**src/rtl/unidade_busca_pkg.sv**
```systemverilog
// Shared MIPS definitions used by the fetch stage and the control unit:
// fetch FSM encoding, the default reset PC and the opcode constants.
package pkg_mips;

  localparam int          DATA_W       = 32;
  localparam logic [31:0] RESET_PC_DEF = 32'h0040_0000;

  typedef enum logic [1:0] {
    FETCH = 2'd0,
    WAIT  = 2'd1,
    OUT   = 2'd2
  } fetch_state_e;

  localparam logic [5:0] OP_R    = 6'h00;
  localparam logic [5:0] OP_LW   = 6'h23;
  localparam logic [5:0] OP_SW   = 6'h2B;
  localparam logic [5:0] OP_BEQ  = 6'h04;
  localparam logic [5:0] OP_ADDI = 6'h08;
  localparam logic [5:0] OP_J    = 6'h02;

  function automatic logic [DATA_W-1:0] pc_plus4(input logic [DATA_W-1:0] pc);
    return pc + 32'd4;
  endfunction

endpackage

```
**src/rtl/unidade_busca_if.sv**
```systemverilog
// Instruction-memory request/response port plus the fetch-to-decode
// valid/ready handshake. The master modport is the fetch stage.
interface unidade_busca_if;
  import pkg_mips::*;

  logic              imem_req;
  logic [DATA_W-1:0] imem_addr;
  logic              imem_gnt;
  logic              imem_rvalid;
  logic [DATA_W-1:0] imem_rdata;
  logic              if_valid;
  logic              if_ready;
  logic [DATA_W-1:0] if_instr;
  logic [DATA_W-1:0] if_pc;
  logic [DATA_W-1:0] if_pc4;

  modport master (
    output imem_req, imem_addr, if_valid, if_instr, if_pc, if_pc4,
    input  imem_gnt, imem_rvalid, imem_rdata, if_ready
  );

  modport slave (
    input  imem_req, imem_addr, if_valid, if_instr, if_pc, if_pc4,
    output imem_gnt, imem_rvalid, imem_rdata, if_ready
  );
endinterface

```
**src/rtl/unidade_busca_calc_pc.sv**
```systemverilog
// Redirect decision and target address from the execute-stage Branch/Jump
// signals. Jump has priority over a taken branch.
module calc_pc
  import pkg_mips::*;
(
  input  logic              ex_branch_i,
  input  logic              ex_zero_i,
  input  logic              ex_jump_i,
  input  logic [DATA_W-1:0] ex_pc4_i,
  input  logic [15:0]       ex_imm16_i,
  input  logic [25:0]       ex_jidx_i,
  output logic              redirect_o,
  output logic [DATA_W-1:0] target_o
);

  logic [DATA_W-1:0] br_off_s;

  // Redirect condition and branch/jump target selection
  always_comb begin
    br_off_s   = {{14{ex_imm16_i[15]}}, ex_imm16_i, 2'b00};
    redirect_o = ex_jump_i | (ex_branch_i & ex_zero_i);
    if (ex_jump_i) begin
      target_o = {ex_pc4_i[31:28], ex_jidx_i, 2'b00};
    end else begin
      target_o = ex_pc4_i + br_off_s;
    end
  end

endmodule

```
**src/rtl/unidade_busca.sv**
```systemverilog
// Instruction-fetch stage: PC register, single-outstanding fetch FSM and the
// OUT register presented to decode. Wrong-path returns are dropped via kill.
module unidade_busca
  import pkg_mips::*;
#(
  parameter logic [31:0] RESET_PC = RESET_PC_DEF
) (
  input  logic                   clk,
  input  logic                   rst_n,
  unidade_busca_if.master        bus,
  input  logic                   ex_branch,
  input  logic                   ex_zero,
  input  logic                   ex_jump,
  input  logic [DATA_W-1:0]      ex_pc4,
  input  logic [15:0]            ex_imm16,
  input  logic [25:0]            ex_jidx
);

  localparam logic [DATA_W-1:0] PC_INIT = {RESET_PC[31:2], 2'b00};

  fetch_state_e      state_q, state_d;
  logic [DATA_W-1:0] pc_q, pc_d;
  logic              kill_q, kill_d;
  logic [DATA_W-1:0] instr_q, instr_d;
  logic [DATA_W-1:0] ipc_q, ipc_d;
  logic [DATA_W-1:0] ipc4_q, ipc4_d;
  logic              req_q, req_d;
  logic              valid_q, valid_d;
  logic              redirect_s;
  logic [DATA_W-1:0] target_s;

  calc_pc u_calc_pc (
    .ex_branch_i (ex_branch),
    .ex_zero_i   (ex_zero),
    .ex_jump_i   (ex_jump),
    .ex_pc4_i    (ex_pc4),
    .ex_imm16_i  (ex_imm16),
    .ex_jidx_i   (ex_jidx),
    .redirect_o  (redirect_s),
    .target_o    (target_s)
  );

  // Next-state, PC and output-register logic of the fetch FSM
  always_comb begin
    state_d = state_q;
    pc_d    = pc_q;
    kill_d  = kill_q;
    instr_d = instr_q;
    ipc_d   = ipc_q;
    ipc4_d  = ipc4_q;
    case (state_q)
      FETCH: begin
        // req_q gates gnt so a grant in the first cycle after reset is not taken
        if (req_q && bus.imem_gnt) begin
          state_d = WAIT;
          if (redirect_s) begin
            pc_d   = target_s;
            kill_d = 1'b1;
          end else begin
            kill_d = 1'b0;
          end
        end else if (redirect_s) begin
          pc_d = target_s;
        end else begin
          state_d = FETCH;
        end
      end
      WAIT: begin
        if (bus.imem_rvalid) begin
          if (kill_q || redirect_s) begin
            kill_d  = 1'b0;
            state_d = FETCH;
            if (redirect_s) begin
              pc_d = target_s;
            end else begin
              pc_d = pc_q;
            end
          end else begin
            instr_d = bus.imem_rdata;
            ipc_d   = pc_q;
            ipc4_d  = pc_plus4(pc_q);
            pc_d    = pc_plus4(pc_q);
            state_d = OUT;
          end
        end else if (redirect_s) begin
          pc_d   = target_s;
          kill_d = 1'b1;
        end else begin
          state_d = WAIT;
        end
      end
      OUT: begin
        if (redirect_s) begin
          pc_d    = target_s;
          state_d = FETCH;
        end else if (bus.if_ready) begin
          state_d = FETCH;
        end else begin
          state_d = OUT;
        end
      end
      default: begin
        state_d = FETCH;
        kill_d  = 1'b0;
      end
    endcase
    req_d   = (state_d == FETCH);
    valid_d = (state_d == OUT);
  end

  // State, PC and output registers
  always_ff @(posedge clk or negedge rst_n) begin
    if (!rst_n) begin
      state_q <= FETCH;
      pc_q    <= PC_INIT;
      kill_q  <= 1'b0;
      instr_q <= 32'h0000_0000;
      ipc_q   <= 32'h0000_0000;
      ipc4_q  <= 32'h0000_0000;
      req_q   <= 1'b0;
      valid_q <= 1'b0;
    end else begin
      state_q <= state_d;
      pc_q    <= pc_d;
      kill_q  <= kill_d;
      instr_q <= instr_d;
      ipc_q   <= ipc_d;
      ipc4_q  <= ipc4_d;
      req_q   <= req_d;
      valid_q <= valid_d;
    end
  end

  assign bus.imem_req  = req_q;
  assign bus.imem_addr = pc_q;
  assign bus.if_valid  = valid_q;
  assign bus.if_instr  = instr_q;
  assign bus.if_pc     = ipc_q;
  assign bus.if_pc4    = ipc4_q;

endmodule

```
**src/flat_wrapper.sv**
```systemverilog
// flat-port wrapper written by rule: the top's interface ports become plain ports
module unidade_busca_flat import pkg_mips::*;
#(
  parameter logic [31:0] RESET_PC = RESET_PC_DEF
)
  (clk, rst_n, ex_branch, ex_zero, ex_jump, ex_pc4, ex_imm16, ex_jidx, bus_imem_req, bus_imem_addr, bus_if_valid, bus_if_instr, bus_if_pc, bus_if_pc4, bus_imem_gnt, bus_imem_rvalid, bus_imem_rdata, bus_if_ready);
  unidade_busca_if bus_i ();
  input  logic clk;
  input  logic rst_n;
  input  logic ex_branch;
  input  logic ex_zero;
  input  logic ex_jump;
  input  logic [DATA_W-1:0] ex_pc4;
  input  logic [15:0] ex_imm16;
  input  logic [25:0] ex_jidx;
  output wire logic [$bits(bus_i.imem_req)-1:0] bus_imem_req;
  output wire logic [$bits(bus_i.imem_addr)-1:0] bus_imem_addr;
  output wire logic [$bits(bus_i.if_valid)-1:0] bus_if_valid;
  output wire logic [$bits(bus_i.if_instr)-1:0] bus_if_instr;
  output wire logic [$bits(bus_i.if_pc)-1:0] bus_if_pc;
  output wire logic [$bits(bus_i.if_pc4)-1:0] bus_if_pc4;
  input wire logic [$bits(bus_i.imem_gnt)-1:0] bus_imem_gnt;
  input wire logic [$bits(bus_i.imem_rvalid)-1:0] bus_imem_rvalid;
  input wire logic [$bits(bus_i.imem_rdata)-1:0] bus_imem_rdata;
  input wire logic [$bits(bus_i.if_ready)-1:0] bus_if_ready;
  assign bus_imem_req = bus_i.imem_req;
  assign bus_imem_addr = bus_i.imem_addr;
  assign bus_if_valid = bus_i.if_valid;
  assign bus_if_instr = bus_i.if_instr;
  assign bus_if_pc = bus_i.if_pc;
  assign bus_if_pc4 = bus_i.if_pc4;
  assign bus_i.imem_gnt = bus_imem_gnt;
  assign bus_i.imem_rvalid = bus_imem_rvalid;
  assign bus_i.imem_rdata = bus_imem_rdata;
  assign bus_i.if_ready = bus_if_ready;
  unidade_busca #(.RESET_PC(RESET_PC)) u_core (.clk(clk), .rst_n(rst_n), .bus(bus_i), .ex_branch(ex_branch), .ex_zero(ex_zero), .ex_jump(ex_jump), .ex_pc4(ex_pc4), .ex_imm16(ex_imm16), .ex_jidx(ex_jidx));
endmodule
```
**config.mk**
```make
export PLATFORM = sky130hd
export DESIGN_NAME = unidade_busca_flat
export DESIGN_NICKNAME = d
export VERILOG_FILES = /design/src/rtl/unidade_busca_pkg.sv /design/src/rtl/unidade_busca_if.sv /design/src/rtl/unidade_busca_calc_pc.sv /design/src/rtl/unidade_busca.sv /design/src/flat_wrapper.sv
export SDC_FILE = /design/constraint.sdc
export NUM_CORES = 1
export LEC_CHECK = 0
export CORE_UTILIZATION = 25
export DETAILED_ROUTE_END_ITERATION = 10
export PLACE_DENSITY = 0.48
export SLEW_MARGIN = 5
export SYNTH_ARGS = -nofsm -noshare
export SYNTH_HDL_FRONTEND = slang
export SYNTH_SLANG_ARGS = --single-unit
```
**constraint.sdc**
```tcl
create_clock -name clk -period 3.3 [get_ports clk]
set_input_delay 0.66 -clock clk [delete_from_list [all_inputs] [get_ports clk]]
set_output_delay 0.66 -clock clk [all_outputs]
set_load 0.01 [all_outputs]
```
==> metrics.md <==
| Metric | Value |
|---|---|
| Switching share of power | 35.8% |
| Worst slew margin | 62.8% |
| Syn_nets | 1066 |
| Die Ht | 176 um |
| Number of diodes | 0 |
| Most frequent cell after synthesis | nand2_1 |
| Hpwl dp | 21600 um |
| Crit path buffers/inverters | 1 |
| Worst skew pair latency | 420 ps |
| Initial antenna violation count | 0 |
| Core box area | 29700 um2 |
| Post-Layout Cell Count | 1622 |
| Fin util | 39.2% |
| Tot GR Track Use | 18.1% |
| Final critical-path required period | 3180 ps |
| Clk pwr share | 23.8% |
| Initial core utilization | 25.5% |
| Syn. warnings | 0 |
| CP Cell Sequence | clkdlybuf4s50_1 -> ha_2 -> fa_1 -> a211oi_2 -> o21ai_1 -> a41o_1 -> a22oi_2 -> a31o_2 -> o21ai_2 -> a221oi_2 -> nand3b_1 -> o311a_1 -> o21ai_0 |
| Synthesized cell area | 7560 um2 |
| Chip width | 176 um |
| LEAKAGE | 5.19 nW |
| Worst hold margin | 205 ps |
| F_max | 0.314 GHz |
| Largest net degree at the start of global routing | 53 |
| EDFF count, synth | 0 |
| Final global-route overflow total | 0 |
| Clock sink count | 131 |
| Num rows | 63 |
| Leading area contributor after synthesis | dfrtp_1 |
| Clk buf depth | 2 |
| Share of layout cells above drive strength 1 | 12.6% |
| Worst setup EP type | register |
| Reg clk slew, reported paths | 70 ps |
| Logic pwr share | 43.2% |
| Max cap viols | 0 |
| Wire length per cell | 17.1 um |
| P_sw | 2.97 mW |
| Die area | 31000 um2 |
| Post-route ant nets | 0 |
| Status | finished clean |
| Flops & latches, synth | 131 |
| WL final | 27700 um |
| Slowest CP cell | clkdlybuf4s50_1 |
| Post-Route Setup TNS | 0 ps |
| Finish-stage setup viols | 0 |
| Critical Path RT | 3650 ps |
| GP Congestion | 0.840 |
| Worst path max stage delay | 430 ps |
| Worst-Margin Slew | 558 ps |
| Critical Path AT | 3530 ps |
| Max-slew violation count | 0 |
| Vias in the first global route | 7197 |
| First-pass GRT wire length | 42900 um |
| Fraction of registers with async set/reset | 100% |
| Pwr dens | 712 nW/um2 |
| I/O Buffers | 243 |
| Synth top area share | 43.0% |
| Placed cells | 1590 |
| Crit Path Category | input port to register |
| Post-CTS setup repair buffer count | 0 |
| Top_reg_cell synth | dfrtp_1 |
| CTS tree | done |
| Commonest cells post-synth | nand2_1, dfrtp_1, o21ai_0, a21oi_1, nor2_1 |
| # IOs | 244 |
| Initial DRC count | 325 |
| Crit start category | input port |
| Layout net count | 1364 |
| Pint | 5.32 mW |
| Syn avg cell area | 8.21 um2 |
| Drt drc | 0 |
| Synth unique cells | 66 |
| Largest cells by area after synthesis | dfrtp_1, nand2_1, o21ai_0 |
| Drt via density | 4.57 |
| Hold Buf Count CTS | 0 |
| Flop pwr share | 33.0% |
| Router iterations before antenna repair | 4 |
| Crit path max-delay family | compound AO/OA/AOI/OAI gates |
| Final Hold Viols | 0 |
| Worst VDD drop | 279 uV |
| CTS buffer count | 17 |
| Via count | 7418 |
| Final worst path period share | 96.4% |
| Cells after synthesis | 921 |
| Synth-to-Final Area Change | 54.0% |
| Root Buffer | clkbuf_16 |
| Worst Hold Class | input port to async pin |
| Max FO, Critical Path | 3 |
| Final Skew | 12.1 ps |
| Htree depth | 4 |
| Sequential element share of the synthesized area | 43.4% |
| RSZ-0062 raised after global routing | false |
## worst register-to-register path, delay by kind of cell, from the launching register on
kind	cells	cell delay, ps
simple gates	6	1760
flops	1	570
compound gates	3	560
## layout by cell type, fill, tap and decap left out, types with 18 or more instances in the layout
master,n
xnor2_1,28
nor2_1,56
nand2_1,276
clkdlybuf4s50_1,242
dfrtp_1,130
a21oi_1,60
xor2_1,22
nand3_1,18
buf_4,91
o21ai_0,82
ha_1,29
## worst paths after layout
check	start	end	slack [ps]	cells past startpoint
max	ex_pc4[2]	u_core.bus.imem_addr[28]	120	13
min	rst_n	u_core.bus.if_instr[25]	200	1
max reg2reg	u_core.bus.imem_addr[2]	u_core.bus.imem_addr[27]	350	9
min reg2reg	u_core.bus.if_pc[27]	u_core.bus.if_pc[27]	470	2
max in group asynchronous	rst_n	u_core.bus.if_pc[28]	2410	2
min in group clk	u_core.bus.if_pc[27]	u_core.bus.if_pc[27]	470	2
## power by group through the flow
stage	Clock, mW	Sequential [mW]	Combinational, mW
final	1.97	2.74	3.59
after global routing	2.09	2.83	3.92
after CTS	2.02	2.74	3.62
after detailed placement	0	2.77	3.60
after global placement	0	2.75	3.59
after floorplan	0	2.98	1.20
## repair_timing
action                     CTS  global route
pin swaps                    0             2
gates resized for setup      4             9
setup endpoints to repair    4            13
## through the flow
stage / power, mW / worst slack (ps) / instance area [um2]
CTS: 8.39 / 19.8 / 11600
floorplan: 4.18 / 149 / 7560
finish: 8.29 / 119 / 11600
global placement: 6.34 / -631 / 11000
detailed placement: 6.38 / -654 / 11000
global route: 8.84 / 1.75 / 11600
## flip-flops by register name, indices dropped and copies added, names as in the netlist
signal,flops
u_core.bus.if_instr,32
u_core.bus.if_pc,30
u_core.bus.if_pc4,32
u_core.bus.if_valid,1
u_core.bus.imem_addr,32
u_core.bus.imem_req,1
u_core.kill_q,1
u_core.state_q,2
## layout make-up
type | count | area (um2)
flip-flops and latches | 131 | 3280
multi-input cells | 721 | 4070
repair buffers | 336 | 3160
clock buffers | 18 | 439
fillers | 3055 | 18100
clock inverters | 14 | 168
inverters | 12 | 45.0
well taps | 390 | 488
## per-layer routing
metal	routed length [um]	vias to the layer above	track usage (%)
met2	12100	236	27.2
met3	1470	20	3.21
met5	0	-	0
met4	316	0	4.67
li1	-	3753	-
met1	13800	3409	26.5
## logic make-up (layout without fill, tap and decap cells)
family / after synthesis / after routing / synth area share, %
buf+inv: 69 / 380 / 3.84
compound gates: 230 / 230 / 18.4
simple gates: 404 / 404 / 22.6
flops: 131 / 131 / 43.4
mux: 6 / 6 / 0.811
xor+xnor: 50 / 50 / 5.79
fa+ha+maj: 31 / 31 / 5.23
Power figures use the tool's default switching activity.
